[config.mk]
export PLATFORM = sky130hd
export DESIGN_NAME = fsm_pulsos
export DESIGN_NICKNAME = d
export VERILOG_FILES = /design/src/rtl/fsm_pulsos_pkg.sv /design/src/rtl/fsm_pulsos.sv
export SDC_FILE = /design/constraint.sdc
export NUM_CORES = 1
export LEC_CHECK = 0
export ABC_CLOCK_PERIOD_IN_PS = 1200
export CAP_MARGIN = 10
export CORE_AREA = 2 2 39 41
export DETAILED_ROUTE_END_ITERATION = 6
export DIE_AREA = 0 0 41 43
export GPL_ROUTABILITY_DRIVEN = 0
export PLACE_DENSITY = 0.38
export SYNTH_ARGS = -nofsm -noshare
export SYNTH_HDL_FRONTEND = slang
export SYNTH_SLANG_ARGS = --single-unit
[constraint.sdc]
create_clock -name clk_i -period 1.2 [get_ports clk_i]
set_input_delay 0.24 -clock clk_i [delete_from_list [all_inputs] [get_ports clk_i]]
set_output_delay 0.24 -clock clk_i [all_outputs]
set_load 0.02 [all_outputs]
[src/rtl/fsm_pulsos_pkg.sv]
// Shared types and constants for the push-button edge-to-pulse converter.
package fsm_pulsos_pkg;

    // Controller states; 2'b11 is unused and recovers to IDLE.
    typedef enum logic [1:0] {
        IDLE     = 2'b00,
        PULSE    = 2'b01,
        WAIT_REL = 2'b10
    } state_e;

    // Default pulse length in clock cycles.
    localparam int PULSE_WIDTH_DEF = 1;

    // Width of the pulse-length counter: enough bits to hold PULSE_WIDTH,
    // never less than one bit.
    function automatic int cnt_width(input int pw);
        int w;
        w = $clog2(pw + 1);
        return (w < 1) ? 1 : w;
    endfunction

endpackage

[src/rtl/fsm_pulsos.sv]
// Push-button edge-to-pulse converter. Every press of an already
// synchronised, debounced button produces exactly one pulse of
// PULSE_WIDTH cycles on pulse_o, however long the button is held.
// pulse_o comes straight from a flop, so there is no combinational
// path from button_i to the output.
module fsm_pulsos
    import fsm_pulsos_pkg::*;
#(
    parameter int PULSE_WIDTH = PULSE_WIDTH_DEF
) (
    input  logic clk_i,
    input  logic rst_n_i,
    input  logic button_i,
    output logic pulse_o
);

    localparam int               CNT_W   = cnt_width(PULSE_WIDTH);
    localparam logic [CNT_W-1:0] CNT_ONE = CNT_W'(1);
    localparam logic [CNT_W-1:0] CNT_MAX = CNT_W'(PULSE_WIDTH);

    state_e           state_q;
    state_e           state_d;
    logic [CNT_W-1:0] cnt_q;
    logic [CNT_W-1:0] cnt_d;
    logic             pulse_q;
    logic             pulse_d;
    logic             cnt_done;

    // The pulse has run its full length once the counter reaches the width.
    assign cnt_done = (cnt_q >= CNT_MAX);

    // State register; reset forces IDLE at once, truncating any pulse.
    always_ff @(posedge clk_i or negedge rst_n_i) begin
        if (!rst_n_i) begin
            state_q <= IDLE;
        end else begin
            state_q <= state_d;
        end
    end

    // Next-state logic; button changes during PULSE are ignored until the
    // pulse completes, and a new press is only seen from IDLE.
    always_comb begin
        state_d = state_q;
        case (state_q)
            IDLE: begin
                if (button_i) begin
                    state_d = PULSE;
                end
            end
            PULSE: begin
                if (cnt_done) begin
                    state_d = button_i ? WAIT_REL : IDLE;
                end
            end
            WAIT_REL: begin
                if (!button_i) begin
                    state_d = IDLE;
                end
            end
            default: state_d = IDLE;
        endcase
    end

    // Counter next value: loads 1 on the press edge, counts through PULSE,
    // and is held at zero everywhere else.
    always_comb begin
        cnt_d = cnt_q;
        case (state_q)
            IDLE:    cnt_d = button_i ? CNT_ONE : '0;
            PULSE:   cnt_d = cnt_done ? '0 : cnt_q + CNT_ONE;
            default: cnt_d = '0;
        endcase
    end

    // Counter register.
    always_ff @(posedge clk_i or negedge rst_n_i) begin
        if (!rst_n_i) begin
            cnt_q <= '0;
        end else begin
            cnt_q <= cnt_d;
        end
    end

    // Moore output decode from the next state, so the registered output
    // rises on the same edge that enters PULSE.
    always_comb begin
        pulse_d = (state_d == PULSE);
    end

    // Output register.
    always_ff @(posedge clk_i or negedge rst_n_i) begin
        if (!rst_n_i) begin
            pulse_q <= 1'b0;
        end else begin
            pulse_q <= pulse_d;
        end
    end

    assign pulse_o = pulse_q;

endmodule

==> results of run 1 <==
## per-layer routing
| metal | track usage, % | vias to the layer above | routed length, um |
|---|---|---|---|
| li1 | - | 55 | - |
| met1 | 3.25 | 48 | 126 |
| met2 | 4.38 | 6 | 99 |
| met3 | 4.71 | 0 | 33 |
| met4 | 4.00 | 0 | 0 |
| met5 | 0 | - | 0 |
## power by group
part	switching [uW]	total [uW]	internal (uW)	leakage, uW
Sequential	66.5	269	203	0.0000485
Combinational	59.6	125	65.3	0.0000222
Clock	53.7	166	112	0.0000138
## stage by stage
stage / utilization, % / hold WS (ns) / power (uW)
after floorplan: - / -0.0556 / 344
after global routing: 15.7 / 0.212 / 599
final: 15.7 / 0.208 / 560
after detailed placement: 14.2 / 0.454 / 410
after global placement: 14.2 / 0.458 / 410
after CTS: 15.7 / 0.205 / 571
## placed cells by master, fill, tap and decap left out
cell,instances
a211oi_1,3
clkbuf_4,3
nand4b_1,1
dfrtp_1,4
o21ai_0,1
nand2_1,1
nor2_2,1
dlygate4sd2_1,1
clkdlybuf4s50_1,2
## sequential cells by signal, indices dropped and copies added, names as in the netlist
name,count
state_q,2
cnt_q,1
pulse_o,1
## repair_timing
action                     in CTS  in global routing
gates resized for setup         1                  0
hold buffers                    0                  0
setup endpoints to repair       1                  0
## worst max-delay path by stage
stage               startpoint       to  slack, ns  depth (start not counted)
finish                 pulse_o  pulse_o       0.07                          1
global route           pulse_o  pulse_o       0.03                          1
CTS                    pulse_o  pulse_o       0.05                          1
detailed placement    button_i    cnt_q       0.05                          3
global placement      button_i  pulse_o       0.06                          3
floorplan           state_q[0]    cnt_q       0.48                          2
## cell type report
| cell class | count | area (sq um) | area share, % |
|---|---|---|---|
| multi-input combinational | 7 | 46.3 | 21.3 |
| tap | 16 | 20.0 | 9.20 |
| sequential | 4 | 100 | 46.0 |
| clock buffer | 3 | 22.5 | 10.3 |
| timing repair buffer | 3 | 28.8 | 13.2 |
## kinds of logic after synthesis
group	Yosys count
compound gates	4
simple gates	3
flops	4
==> impl_metrics.ini, run 1 <==
[status]
status = completed

[floorplanning]
die_area_sq_um = 1760
pin_count = 4
core_sq_um = 1380
rows = 14
die_x_um = 41
die_y_um = 43
start_util_pct = 10.6

[synthesis]
synthTopCellsByCount = dfrtp_1 (4), a211oi_1 (3)
yosysSeqAreaShare_pct = 68.4
synthMuxAreaShare_pct = 0
synth_simple_gate_area_share_pct = 12.8
synth_top_family_by_area = compound AO/OA/AOI/OAI gates
yosysUniqueCellTypes = 6
synth_largest_area_cell = dfrtp_1
synth_compound_area_share_pct = 18.8
synth_xor_area_share_pct = 0
synthAdderAreaFrac_pct = 0
yosysWarningCount = 0
synth_ff_type = dfrtp_1
synth_most_common_cell = dfrtp_1
postSynthCellCount = 11
ys_ff_latch = 4
synth_area_leaders = dfrtp_1 (68%), a211oi_1 (15%), nand4b_1 (6.0%)
synth_edf_count = 0
syn_avg_cell_area_sq_um = 13.3
syn_nets = 14
yosys.area.top_type_share_pct = 68.4
synthArstFlopShare_pct = 100
syn_area_sq_um = 146

[clock_tree]
clock_latency_ns = 0.23
htree_num_levels = 1
clk_pin_slew_ns = 0.04
cts_setup_buffers = 0
cts_root_buf = clkbuf_4
cts_buffer_depth = 2
cts_tree = yes
clock-sinks = 4
cts_buffers = 3

[final_layout]
area_growth_pct = 48.7
fillers = 158
finalNetCount = 22
drive_gt1_share_pct = 23.5
n_antenna_cell = 0
design_area_sq_um = 218
finalNonFillerCells = 33

[worst_setup_path]
r2r_setup_slack_ns = 0.40
cp_slowest_cell = dfrtp_1
worstPathArrival_ns = 0.89
cp_max_fo = 1
reg2regPathDepth = 2
startpoint_type = flip-flop
crit_buf_inv = 1
cp_top_family = flip-flops
max_stage_delay_ns = 0.35
path_cells = dlygate4sd2_1
rr_endpoint = pulse_o
endpoint_kind = primary output
worst_ep_required_time_ns = 0.96
rr_startpoint = state_q[0]
worstSetupPathType = reg2out

[placed_design]
place_inst = 30
port_buffers = 3
post-place-ws_ns = 0.0487
place_area_sq_um = 196

[detailed_routing]
drt_iter0_drc = 3
vias_per_cell = 3.30
drt-wirelength-per-cell_um = 7.85
ant_nets = 0
vias = 109
routed_wl_um = 259
dr.pass1.iters = 4
drc = 0

[sta]
period_minus_slack_ns = 1.13
tns_ns = 0
max_freq_mhz = 884
fin_skew_ns = 0.00196
setup_slack_ns = 0.0686
final-hold-violation-count = 0
post-route-period-util_pct = 94.3
rsz0062_at_grt = false
setup_viol = 0
tightestPinTransition_ns = 0.192
slew_headroom_pct = 87.1
slew_viol_final = 0

[global_route]
grt_pass1_wl_um = 400
grtUsageTotal_pct = 3.93
grt_pass1_vias = 115
grt_max_degree = 7
grt_antenna_before_repair = 0
globalRouteOverflowTotal = 0

[job]
cap_violations = 0

[power_and_ir_drop]
p_per_area_nw_per_um2 = 2570
ir_drop_v = 0.000339
p_leak_uw = 0.0000846

[min_path]
hp-class = in2async
Note: power is estimated with default switching activity, not from simulation.
==> inputs of run 2 (changes only) <==
--- a/config.mk
+++ b/config.mk
@@ -11,6 +11,7 @@
 export DETAILED_ROUTE_END_ITERATION = 6
 export DIE_AREA = 0 0 41 43
 export GPL_ROUTABILITY_DRIVEN = 0
+export GPL_TIMING_DRIVEN = 0
 export PLACE_DENSITY = 0.38
 export SYNTH_ARGS = -nofsm -noshare
 export SYNTH_HDL_FRONTEND = slang
==> impl_metrics.ini, run 2 (synthesis gave the netlist of run 1 again) <==
[clock_tree]
htree_num_levels = 1
clock_latency_ns = 0.23
clock-sinks = 4
cts_buffer_depth = 2
cts_tree = yes
cts_buffers = 3
clk_pin_slew_ns = 0.04
cts_root_buf = clkbuf_4

[detailed_routing]
drt_iter0_drc = 0
dr.pass1.iters = 1
vias = 123
routed_wl_um = 306
vias_per_cell = 3.73
drc = 0
drt-wirelength-per-cell_um = 9.27
ant_nets = 0

[job]
cap_violations = 0

[floorplanning]
core_sq_um = 1380
die_x_um = 41
die_y_um = 43
start_util_pct = 10.6
die_area_sq_um = 1760
rows = 14
pin_count = 4

[final_layout]
largest_reg_flops = 2
mostFrequentLayoutCells = dfrtp_1 (4), a211oi_1 (3), clkbuf_4 (3)
top_register = state_q
fillers = 155
n_antenna_cell = 0
postLayoutCoreUtil_pct = 15.7
area_growth_pct = 48.7
mostFrequentLayoutCell = dfrtp_1
drive_gt1_share_pct = 23.5
finalNetCount = 22

[global_route]
grt_pass1_vias = 112
grt_antenna_before_repair = 0
globalRouteOverflowTotal = 0
grt_max_degree = 7
grt_pass1_wl_um = 469
grtUsageTotal_pct = 4.53

[sta]
period_minus_slack_ns = 1.13
post-route-period-util_pct = 94.0
fin_skew_ns = 0.000236
tns_ns = 0
slew_viol_final = 0
setup_viol = 0
tightestPinTransition_ns = 0.204
slew_headroom_pct = 86.3
final-hold-violation-count = 0
rsz0062_at_grt = false
max_freq_mhz = 887

[worst_setup_path]
cp_max_fo = 1
cp_top_family = flip-flops
worstPathArrival_ns = 0.89
worst_ep_required_time_ns = 0.96
max_stage_delay_ns = 0.34
startpoint_type = flip-flop
worstSetupPathType = reg2out
crit_buf_inv = 1
cp_slowest_cell = dfrtp_1
endpoint_kind = primary output
path_cells = dlygate4sd2_1

[power_and_ir_drop]
p_per_area_nw_per_um2 = 2620
p_leak_uw = 0.0000846
ir_drop_v = 0.000573

[placed_design]
dp_hpwl_um = 184
port_buffers = 3

[min_path]
hp-class = in2async

[status]
status = completed
==> run 2: cell counts in the layout (fill, tap and decap cells not counted) <==
No cell type changed its count.
==> run 2: metal layers <==
| metal | GRT usage [%] | share of wire [%] | wire length [um] |
|---|---|---|---|
| met1 | 5.19 | 45 | 137 |
| met2 | 4.38 | 39 | 119 |
| met3 | 6.28 | 16 | 49 |
| met4 | 2.00 | 0 | 0 |
| met5 | 0 | 0 | 0 |
==> run 2: area by class of cell <==
type / instances / area [sq um] / share of cell area, %
tap: 16 / 20.0 / 9.20
clock buffer: 3 / 22.5 / 10.3
multi-input combinational: 7 / 46.3 / 21.3
sequential: 4 / 100 / 46.0
timing repair buffer: 3 / 28.8 / 13.2
==> run 2: power breakdown <==
part / switching (uW) / total (uW) / internal, uW
Clock: 57.6 / 170 / 112
Sequential: 69.4 / 272 / 202
Combinational: 63.3 / 129 / 65.4
Total: 190 / 570 / 380
==> run 2: what timing repair did <==
| action | in CTS | in global routing |
|---|---|---|
| buffers inserted | 0 | 0 |
| hold buffers | 0 | 0 |
| resized for setup | 1 | 0 |
| setup endpoints to repair | 1 | 0 |
==> run 2: stage by stage <==
stage / area, sq um / hold slack, ns / power [uW] / std cells / setup slack (ns)
2_1_floorplan: 146 / -0.0556 / 344 / 11 / 0.476
3_3_place_gp: 196 / 0.456 / 409 / 30 / 0.0601
3_5_place_dp: 196 / 0.454 / 408 / 30 / 0.0592
4_1_cts: 218 / 0.204 / 575 / 33 / 0.0645
5_1_grt: 218 / 0.206 / 609 / 33 / 0.0331
6_report: 218 / 0.206 / 570 / 33 / 0.0726
==> run 2: final timing paths <==
check                           startpoint  slack [ns]  cells past startpoint          to
max in group asynchronous          rst_n_i        0.83                      1       cnt_q
worst min register to register  state_q[1]        0.52                      1  state_q[0]
worst max-delay path               pulse_o        0.07                      1     pulse_o
min in group clk_i              state_q[1]        0.52                      1  state_q[0]
worst max register to register  state_q[0]        0.37                      2       cnt_q
worst min-delay path               rst_n_i        0.21                      1  state_q[1]
